## src/rtl/prog_loader_if.sv

```systemverilog
// Program-memory byte write bus from the boot loader to the core's program RAM.
// Single-cycle write strobe with address and data; the memory cannot stall it.
interface prog_loader_if #(
  parameter int ADDR_W = 7
);
  logic              mem_we;
  logic [ADDR_W-1:0] mem_addr;
  logic [7:0]        mem_wdata;

  modport master (output mem_we, output mem_addr, output mem_wdata);
  modport slave  (input  mem_we, input  mem_addr, input  mem_wdata);
endinterface

```

## src/rtl/prog_loader.sv

```systemverilog
// UART boot loader: receives A5/N/data/checksum frames and writes program memory, holding the core in reset.
// Write 1 cycle after each received byte; cpu_rst_n 1 cycle after the checksum byte; no backpressure (UART cannot stall).
module prog_loader #(
  parameter int CLK_FREQ     = 25000000,
  parameter int BAUD         = 115200,
  parameter int SIZE         = 128,
  parameter int ADDR_W       = 7,
  parameter int TIMEOUT_BITS = 64
) (
  input  logic          clk,
  input  logic          rst,
  input  logic          uart_rx,
  prog_loader_if.master mem,
  output logic          cpu_rst_n,
  output logic          load_done,
  output logic          load_err
);
  localparam int CPB     = CLK_FREQ / BAUD;
  localparam int HALF    = CPB / 2;
  localparam int CNT_W   = $clog2(CPB);
  localparam int TMO_CYC = TIMEOUT_BITS * CPB;
  localparam int TMO_W   = $clog2(TMO_CYC + 1);
  localparam int LEN_W   = $clog2(SIZE + 1);
  localparam logic [7:0] SYNC_BYTE = 8'hA5;

  typedef enum logic [1:0] {R_IDLE, R_START, R_DATA, R_STOP} rx_state_t;
  typedef enum logic [2:0] {L_IDLE, L_LEN, L_DATA, L_CSUM, L_DONE} ld_state_t;

  // ---------------- RX engine ----------------
  logic             rx_meta, rx_sync, rx_prev;
  rx_state_t        rx_st, rx_st_nxt;
  logic [CNT_W-1:0] rx_cnt, rx_cnt_nxt;
  logic [2:0]       rx_idx, rx_idx_nxt;
  logic [7:0]       rx_shift, rx_shift_nxt;
  logic             byte_vld, byte_vld_nxt;
  logic             ferr, ferr_nxt;

  always_ff @(posedge clk or negedge rst) begin
    if (!rst) begin
      rx_meta <= 1'b1;
      rx_sync <= 1'b1;
      rx_prev <= 1'b1;
    end else begin
      rx_meta <= uart_rx;
      rx_sync <= rx_meta;
      rx_prev <= rx_sync;
    end
  end

  always_ff @(posedge clk or negedge rst) begin
    if (!rst) begin
      rx_st    <= R_IDLE;
      rx_cnt   <= '0;
      rx_idx   <= '0;
      rx_shift <= '0;
      byte_vld <= 1'b0;
      ferr     <= 1'b0;
    end else begin
      rx_st    <= rx_st_nxt;
      rx_cnt   <= rx_cnt_nxt;
      rx_idx   <= rx_idx_nxt;
      rx_shift <= rx_shift_nxt;
      byte_vld <= byte_vld_nxt;
      ferr     <= ferr_nxt;
    end
  end

  // rx_shift holds the received byte stable while byte_vld is high.
  always_comb begin
    rx_st_nxt    = rx_st;
    rx_cnt_nxt   = rx_cnt + 1'b1;
    rx_idx_nxt   = rx_idx;
    rx_shift_nxt = rx_shift;
    byte_vld_nxt = 1'b0;
    ferr_nxt     = 1'b0;
    unique case (rx_st)
      R_IDLE: begin
        rx_cnt_nxt = '0;
        if (rx_prev && !rx_sync) rx_st_nxt = R_START;
      end
      R_START: begin
        if (rx_cnt == CNT_W'(HALF - 1)) begin
          rx_cnt_nxt = '0;
          rx_idx_nxt = '0;
          rx_st_nxt  = rx_sync ? R_IDLE : R_DATA;
        end
      end
      R_DATA: begin
        if (rx_cnt == CNT_W'(CPB - 1)) begin
          rx_cnt_nxt   = '0;
          rx_shift_nxt = {rx_sync, rx_shift[7:1]};
          rx_idx_nxt   = rx_idx + 1'b1;
          if (rx_idx == 3'd7) rx_st_nxt = R_STOP;
        end
      end
      R_STOP: begin
        if (rx_cnt == CNT_W'(CPB - 1)) begin
          rx_cnt_nxt = '0;
          rx_st_nxt  = R_IDLE;
          if (rx_sync) byte_vld_nxt = 1'b1;
          else         ferr_nxt     = 1'b1;
        end
      end
      default: rx_st_nxt = R_IDLE;
    endcase
  end

  // ---------------- Loader FSM ----------------
  ld_state_t         st, st_nxt;
  logic [LEN_W-1:0]  len_q, len_nxt;
  logic [ADDR_W-1:0] addr_q, addr_nxt;
  logic [7:0]        sum_q, sum_nxt;
  logic [TMO_W-1:0]  tmo_cnt;
  logic              we_q, we_nxt;
  logic [ADDR_W-1:0] maddr_q, maddr_nxt;
  logic [7:0]        wdat_q, wdat_nxt;
  logic              crst_q, crst_nxt;
  logic              done_q, done_nxt;
  logic              err_q, err_nxt;
  logic              tmo_active, tmo_hit, fail;

  always_ff @(posedge clk or negedge rst) begin
    if (!rst) begin
      st      <= L_IDLE;
      len_q   <= '0;
      addr_q  <= '0;
      sum_q   <= '0;
      we_q    <= 1'b0;
      maddr_q <= '0;
      wdat_q  <= '0;
      crst_q  <= 1'b0;
      done_q  <= 1'b0;
      err_q   <= 1'b0;
    end else begin
      st      <= st_nxt;
      len_q   <= len_nxt;
      addr_q  <= addr_nxt;
      sum_q   <= sum_nxt;
      we_q    <= we_nxt;
      maddr_q <= maddr_nxt;
      wdat_q  <= wdat_nxt;
      crst_q  <= crst_nxt;
      done_q  <= done_nxt;
      err_q   <= err_nxt;
    end
  end

  // A byte arriving on the last timeout cycle wins: it clears the counter instead of failing.
  always_ff @(posedge clk or negedge rst) begin
    if (!rst)                                       tmo_cnt <= '0;
    else if (!tmo_active || byte_vld || st_nxt != st) tmo_cnt <= '0;
    else                                            tmo_cnt <= tmo_cnt + 1'b1;
  end

  always_comb begin
    st_nxt     = st;
    len_nxt    = len_q;
    addr_nxt   = addr_q;
    sum_nxt    = sum_q;
    we_nxt     = 1'b0;
    maddr_nxt  = maddr_q;
    wdat_nxt   = wdat_q;
    crst_nxt   = crst_q;
    done_nxt   = done_q;
    err_nxt    = err_q;
    fail       = 1'b0;
    tmo_active = (st == L_LEN) || (st == L_DATA) || (st == L_CSUM);
    tmo_hit    = tmo_active && (tmo_cnt == TMO_W'(TMO_CYC - 1));
    unique case (st)
      L_IDLE, L_DONE: begin
        if (byte_vld && rx_shift == SYNC_BYTE) begin
          st_nxt   = L_LEN;
          done_nxt = 1'b0;
          err_nxt  = 1'b0;
          crst_nxt = 1'b0;
          addr_nxt = '0;
          sum_nxt  = '0;
        end
      end
      L_LEN: begin
        if (byte_vld) begin
          if (rx_shift == 8'd0 || int'(rx_shift) > SIZE) begin
            fail = 1'b1;
          end else begin
            len_nxt = LEN_W'(rx_shift);
            st_nxt  = L_DATA;
          end
        end else if (ferr || tmo_hit) begin
          fail = 1'b1;
        end
      end
      L_DATA: begin
        if (byte_vld) begin
          we_nxt    = 1'b1;
          maddr_nxt = addr_q;
          wdat_nxt  = rx_shift;
          sum_nxt   = sum_q + rx_shift;
          if (LEN_W'(addr_q) + LEN_W'(1) == len_q) st_nxt   = L_CSUM;
          else                                     addr_nxt = addr_q + 1'b1;
        end else if (ferr || tmo_hit) begin
          fail = 1'b1;
        end
      end
      L_CSUM: begin
        if (byte_vld) begin
          if (rx_shift == sum_q) begin
            st_nxt   = L_DONE;
            crst_nxt = 1'b1;
            done_nxt = 1'b1;
          end else begin
            fail = 1'b1;
          end
        end else if (ferr || tmo_hit) begin
          fail = 1'b1;
        end
      end
      default: st_nxt = L_IDLE;
    endcase
    if (fail) begin
      st_nxt   = L_IDLE;
      err_nxt  = 1'b1;
      crst_nxt = 1'b0;
      done_nxt = 1'b0;
    end
  end

  assign mem.mem_we    = we_q;
  assign mem.mem_addr  = maddr_q;
  assign mem.mem_wdata = wdat_q;
  assign cpu_rst_n     = crst_q;
  assign load_done     = done_q;
  assign load_err      = err_q;
endmodule

```

## src/flat_wrapper.sv

```systemverilog
// flat-port wrapper written by rule: the top's interface ports become plain ports
module prog_loader_flat 
#(
  parameter int CLK_FREQ     = 25000000,
  parameter int BAUD         = 115200,
  parameter int SIZE         = 128,
  parameter int ADDR_W       = 7,
  parameter int TIMEOUT_BITS = 64
)
  (clk, rst, uart_rx, cpu_rst_n, load_done, load_err, mem_mem_we, mem_mem_addr, mem_mem_wdata);
  prog_loader_if #(.ADDR_W(ADDR_W)) mem_i ();
  input  logic clk;
  input  logic rst;
  input  logic uart_rx;
  output logic cpu_rst_n;
  output logic load_done;
  output logic load_err;
  output wire logic [$bits(mem_i.mem_we)-1:0] mem_mem_we;
  output wire logic [$bits(mem_i.mem_addr)-1:0] mem_mem_addr;
  output wire logic [$bits(mem_i.mem_wdata)-1:0] mem_mem_wdata;
  assign mem_mem_we = mem_i.mem_we;
  assign mem_mem_addr = mem_i.mem_addr;
  assign mem_mem_wdata = mem_i.mem_wdata;
  prog_loader #(.CLK_FREQ(CLK_FREQ), .BAUD(BAUD), .SIZE(SIZE), .ADDR_W(ADDR_W), .TIMEOUT_BITS(TIMEOUT_BITS)) u_core (.clk(clk), .rst(rst), .uart_rx(uart_rx), .mem(mem_i), .cpu_rst_n(cpu_rst_n), .load_done(load_done), .load_err(load_err));
endmodule
```

## config.mk

```make
export PLATFORM = sky130hd
export DESIGN_NAME = prog_loader_flat
export DESIGN_NICKNAME = d
export VERILOG_FILES = /design/src/rtl/prog_loader_if.sv /design/src/rtl/prog_loader.sv /design/src/flat_wrapper.sv
export SDC_FILE = /design/constraint.sdc
export NUM_CORES = 1
export LEC_CHECK = 0
export ABC_AREA = 1
export CAP_MARGIN = 20
export CORE_AREA = 2 2 102 104
export CTS_CLUSTER_SIZE = 12
export DETAILED_ROUTE_END_ITERATION = 8
export DIE_AREA = 0 0 104 106
export GPL_TIMING_DRIVEN = 1
export SLEW_MARGIN = 0
export SYNTH_ARGS = -nofsm -noshare
export SYNTH_HDL_FRONTEND = slang
export SYNTH_SLANG_ARGS = --single-unit
export TNS_END_PERCENT = 30
```

## constraint.sdc

```tcl
create_clock -name clk -period 2.1 [get_ports clk]
set_input_delay 0.42 -clock clk [delete_from_list [all_inputs] [get_ports clk]]
set_output_delay 0.42 -clock clk [all_outputs]
set_load 0.01 [all_outputs]
```

==> results.cfg, run 1 <==
[cts]
cts.sinks = 84
cts-root-buf = clkbuf_8
clkSlewWorstSetupHoldPaths_ns = 0.09
clock_latency_ns = 0.37
cts_htree_levels = 3
cts_tree = done
cts_buffer_depth = 2
cts_made_buffers = 9

[run_status]
status = finished, violations left
violations = negative setup slack

[cells_and_area]
num_antenna_cells = 0
drive_gt1_frac = 0.1503
syn_to_final_growth_pct = 18.65
fillers = 976
final_nets = 575
final_util = 0.5110

[logic_synthesis]
netlist_area_um2 = 4307
synth-seq-cells = 84
yosysWarnings = 0
ys_types = 41
yosysSeqAreaShare = 0.4890
synth_edf_count = 0
syn_area_per_cell_um2 = 8.545
syn_inst = 504
syn_nets = 525
synth_top_flop_cell = dfrtp_1
async_flop_share = 1.000

[timing]
clock_skew_ns = 0.01325
slew_violations = 0
rsz0062_at_grt = true
fin_crit_ns = 2.120
fmax_ghz = 0.4716
setup_slack_ns = -0.02027
setup_viol = 14
fin_setup_tns_ns = -0.1853
max_slew.worst_pin.slew_ns = 0.6080
fin_crit_sh = 1.010
maxSlewHeadroom = 0.5895
hold_violations = 0
whs_ns = 0.04185

[global_route]
track_usage = 0.1700
antenna_found_initial = 0
grt_start_max_net_pins = 47
grt_pass1_vias = 3325
grt_pass1_wl_um = 15040
gr-total-overflow = 0

[critical_path]
cp_num_buf_inv = 0
crit_path_top_delay_cell = dfrtp_1
endpoint_kind = flip-flop
worst_path_most_repeated_cell = nand2_2
critPathMaxFanout = 7
cp_data_required_time_ns = 2.40
crit_chain = ha_1 -> or2_1 -> nor2_2 -> nand2_2 -> a21oi_2 -> nand2_1 -> nand2_2 -> nand2_2 -> nand2_2 -> nand2_2 -> nor2_4 -> nand2_8 -> nor2_1
critPathTopFamily = simple AND/OR/NAND/NOR gates
critPathMaxStageDelay_ns = 0.39
cp-start-kind = flip-flop
crit_type = reg -> reg
worstPathArrival_ns = 2.42

[die]
die_area_um2 = 11020
num_rows = 37
die_y_um = 106
die_w_um = 104
start_util = 0.4307
core_um2 = 10000
io_pins = 22

[route]
via_per_inst = 4.760
drc_errors = 0
antenna_left = 0
drt_iter0_markers = 139
wl_per_cell_um = 12.38
totalWireLength_um = 8601
via_count = 3308
firstDrtPassIters = 4

[power]
ir_drop_v = 0.0005137
p_per_area_nw_per_um2 = 638.5
leakagePower_uw = 0.002272

[flow_run]
cap_viol_max_count = 0

[hold_path]
hold_class = in -> async

[place]
dp_hpwl_um = 6214
gp_congestion = 0.8303
io_buffer_count = 21
-- logic make-up (layout without fill, tap and decap cells) --
group,Yosys count,in the layout,synth area share
simple gates,252,253,0.2722
flops,84,84,0.4890
compound gates,66,66,0.08251
fa+ha+maj,18,18,0.05404
buf+inv,63,117,0.05956
xor+xnor,21,21,0.04271
-- worst register-to-register path, cell delays in order (launching register included) --
cell     delay, ns
dfrtp_1       0.39
ha_1          0.31
or2_1         0.26
nor2_2        0.12
nand2_2       0.07
a21oi_2       0.11
nand2_1       0.06
nand2_2       0.08
nand2_2       0.06
nand2_2       0.05
nand2_2       0.06
nor2_4        0.25
nand2_8       0.14
nor2_1        0.11
-- timing repair --
item | 4_1_cts | 5_1_grt
pin swaps | 0 | 6
endpoints found under the setup margin | 10 | 21
buffers inserted | 0 | 3
gates cloned | 0 | 1
hold buffers | 0 | 0
resized for setup | 1 | 8
-- final timing paths --
kind / from / to / slack [ns] / cells after the start
worst min register to register: u_core.rx_meta$_DFF_PN1_ / u_core.rx_sync$_DFF_PN1_ / 0.36 / 0
worst max register to register: u_core.rx_shift[1]$_DFFE_PN0P_ / u_core.tmo_cnt[2]$_DFF_PN0_ / -0.02 / 13
max in group asynchronous: rst / u_core.st[0]$_DFF_PN0_ / 1.45 / 2
worst min-delay path: rst / u_core.mem.mem_wdata[3]$_DFFE_PN0P_ / 0.04 / 1
worst max-delay path: u_core.rx_shift[1]$_DFFE_PN0P_ / u_core.tmo_cnt[2]$_DFF_PN0_ / -0.02 / 13
min in group clk: u_core.rx_meta$_DFF_PN1_ / u_core.rx_sync$_DFF_PN1_ / 0.36 / 0
-- metrics by stage --
step | cell area (um2) | total power (uW) | cells | setup WS, ns
2_1_floorplan | 4307 | 1959 | 504 | 0.08191
3_3_place_gp | 4820 | 2045 | 675 | 0.05289
3_5_place_dp | 4820 | 2056 | 675 | -0.0004596
4_1_cts | 5037 | 3316 | 691 | 0.005632
5_1_grt | 5110 | 3434 | 695 | -0.1923
6_report | 5110 | 3263 | 695 | -0.02027
-- power breakdown --
part           switching, uW  internal, uW  total (uW)  leakage [uW]
sequential              39.7          1670        1710       0.00116
combinational            207           109         316       0.00101
clock                    575           667        1240      0.000103
-- layout make-up --
type | instances | area [um2] | area share
Sequential cell | 84 | 2106 | 0.4121
Multi-Input combinational cell | 358 | 2003 | 0.3920
Timing Repair Buffer | 48 | 422.9 | 0.08276
Inverter | 53 | 198.9 | 0.03893
Tap cell | 136 | 170.2 | 0.03330
Clock buffer | 11 | 131.4 | 0.02571
Clock inverter | 5 | 77.57 | 0.01518
-- Yosys cell counts (2+ instances only) --
cell | number | share of area
nand3_1 | 38 | 0.044
nor3_1 | 11 | 0.013
ha_1 | 17 | 0.049
nand2_1 | 122 | 0.11
dfstp_2 | 3 | 0.018
xnor2_1 | 9 | 0.018
nor2_4 | 11 | 0.029
nor2_2 | 4 | 0.0058
or2_2 | 2 | 0.0029
inv_1 | 49 | 0.043
clkbuf_1 | 8 | 0.0070
dfrtp_1 | 81 | 0.47
and3_1 | 2 | 0.0029
xor2_1 | 12 | 0.024
a21oi_1 | 10 | 0.012
inv_2 | 3 | 0.0026
nand2_2 | 7 | 0.010
nand4_1 | 4 | 0.0058
o21ai_0 | 46 | 0.053
nor2_1 | 43 | 0.037
o21bai_1 | 2 | 0.0035
-- placed cells by master, fill, tap and decap left out, drive strengths merged, types with 2 or more instances in the layout --
cell           count
xnor2              9
o21ai             48
ha                17
xor2              12
buf               28
clkbuf            11
or2                3
and3               2
a21oi             11
nand2            131
clkdlybuf4s50     20
nor2              58
dfrtp             81
inv               52
clkinv             3
nor3              12
dfstp              3
bufinv             2
nand4              4
o21bai             2
nand3             39
-- layer usage --
metal,routed length (um),global-route usage,share of wire
met5,0,0,0
met4,181,0.07915,0.021
met3,321,0.03556,0.037
met2,3893,0.2683,0.45
met1,4205,0.2255,0.49
-- sequential cells by signal, indices dropped and copies added, names as in the netlist, 3 cells and up, named ones only --
| name | count |
|---|---|
| u_core.rx_cnt | 8 |
| u_core.mem.mem_addr | 7 |
| u_core.rx_idx | 3 |
| u_core.st | 3 |
| u_core.addr_q | 7 |
| u_core.sum_q | 8 |
| u_core.tmo_cnt | 14 |
| u_core.rx_shift | 8 |
| u_core.mem.mem_wdata | 8 |
| u_core.len_q | 8 |
(Power assumes the default switching activity.)
==> inputs of run 2 (changes only) <==
--- a/config.mk
+++ b/config.mk
@@ -12,7 +12,7 @@
 export DETAILED_ROUTE_END_ITERATION = 8
 export DIE_AREA = 0 0 104 106
 export GPL_TIMING_DRIVEN = 1
-export SLEW_MARGIN = 0
+export SLEW_MARGIN = 20
 export SYNTH_ARGS = -nofsm -noshare
 export SYNTH_HDL_FRONTEND = slang
 export SYNTH_SLANG_ARGS = --single-unit
==> results of run 2 <==
Same layout as run 1: the final DEF is identical, and so are final timing and power.
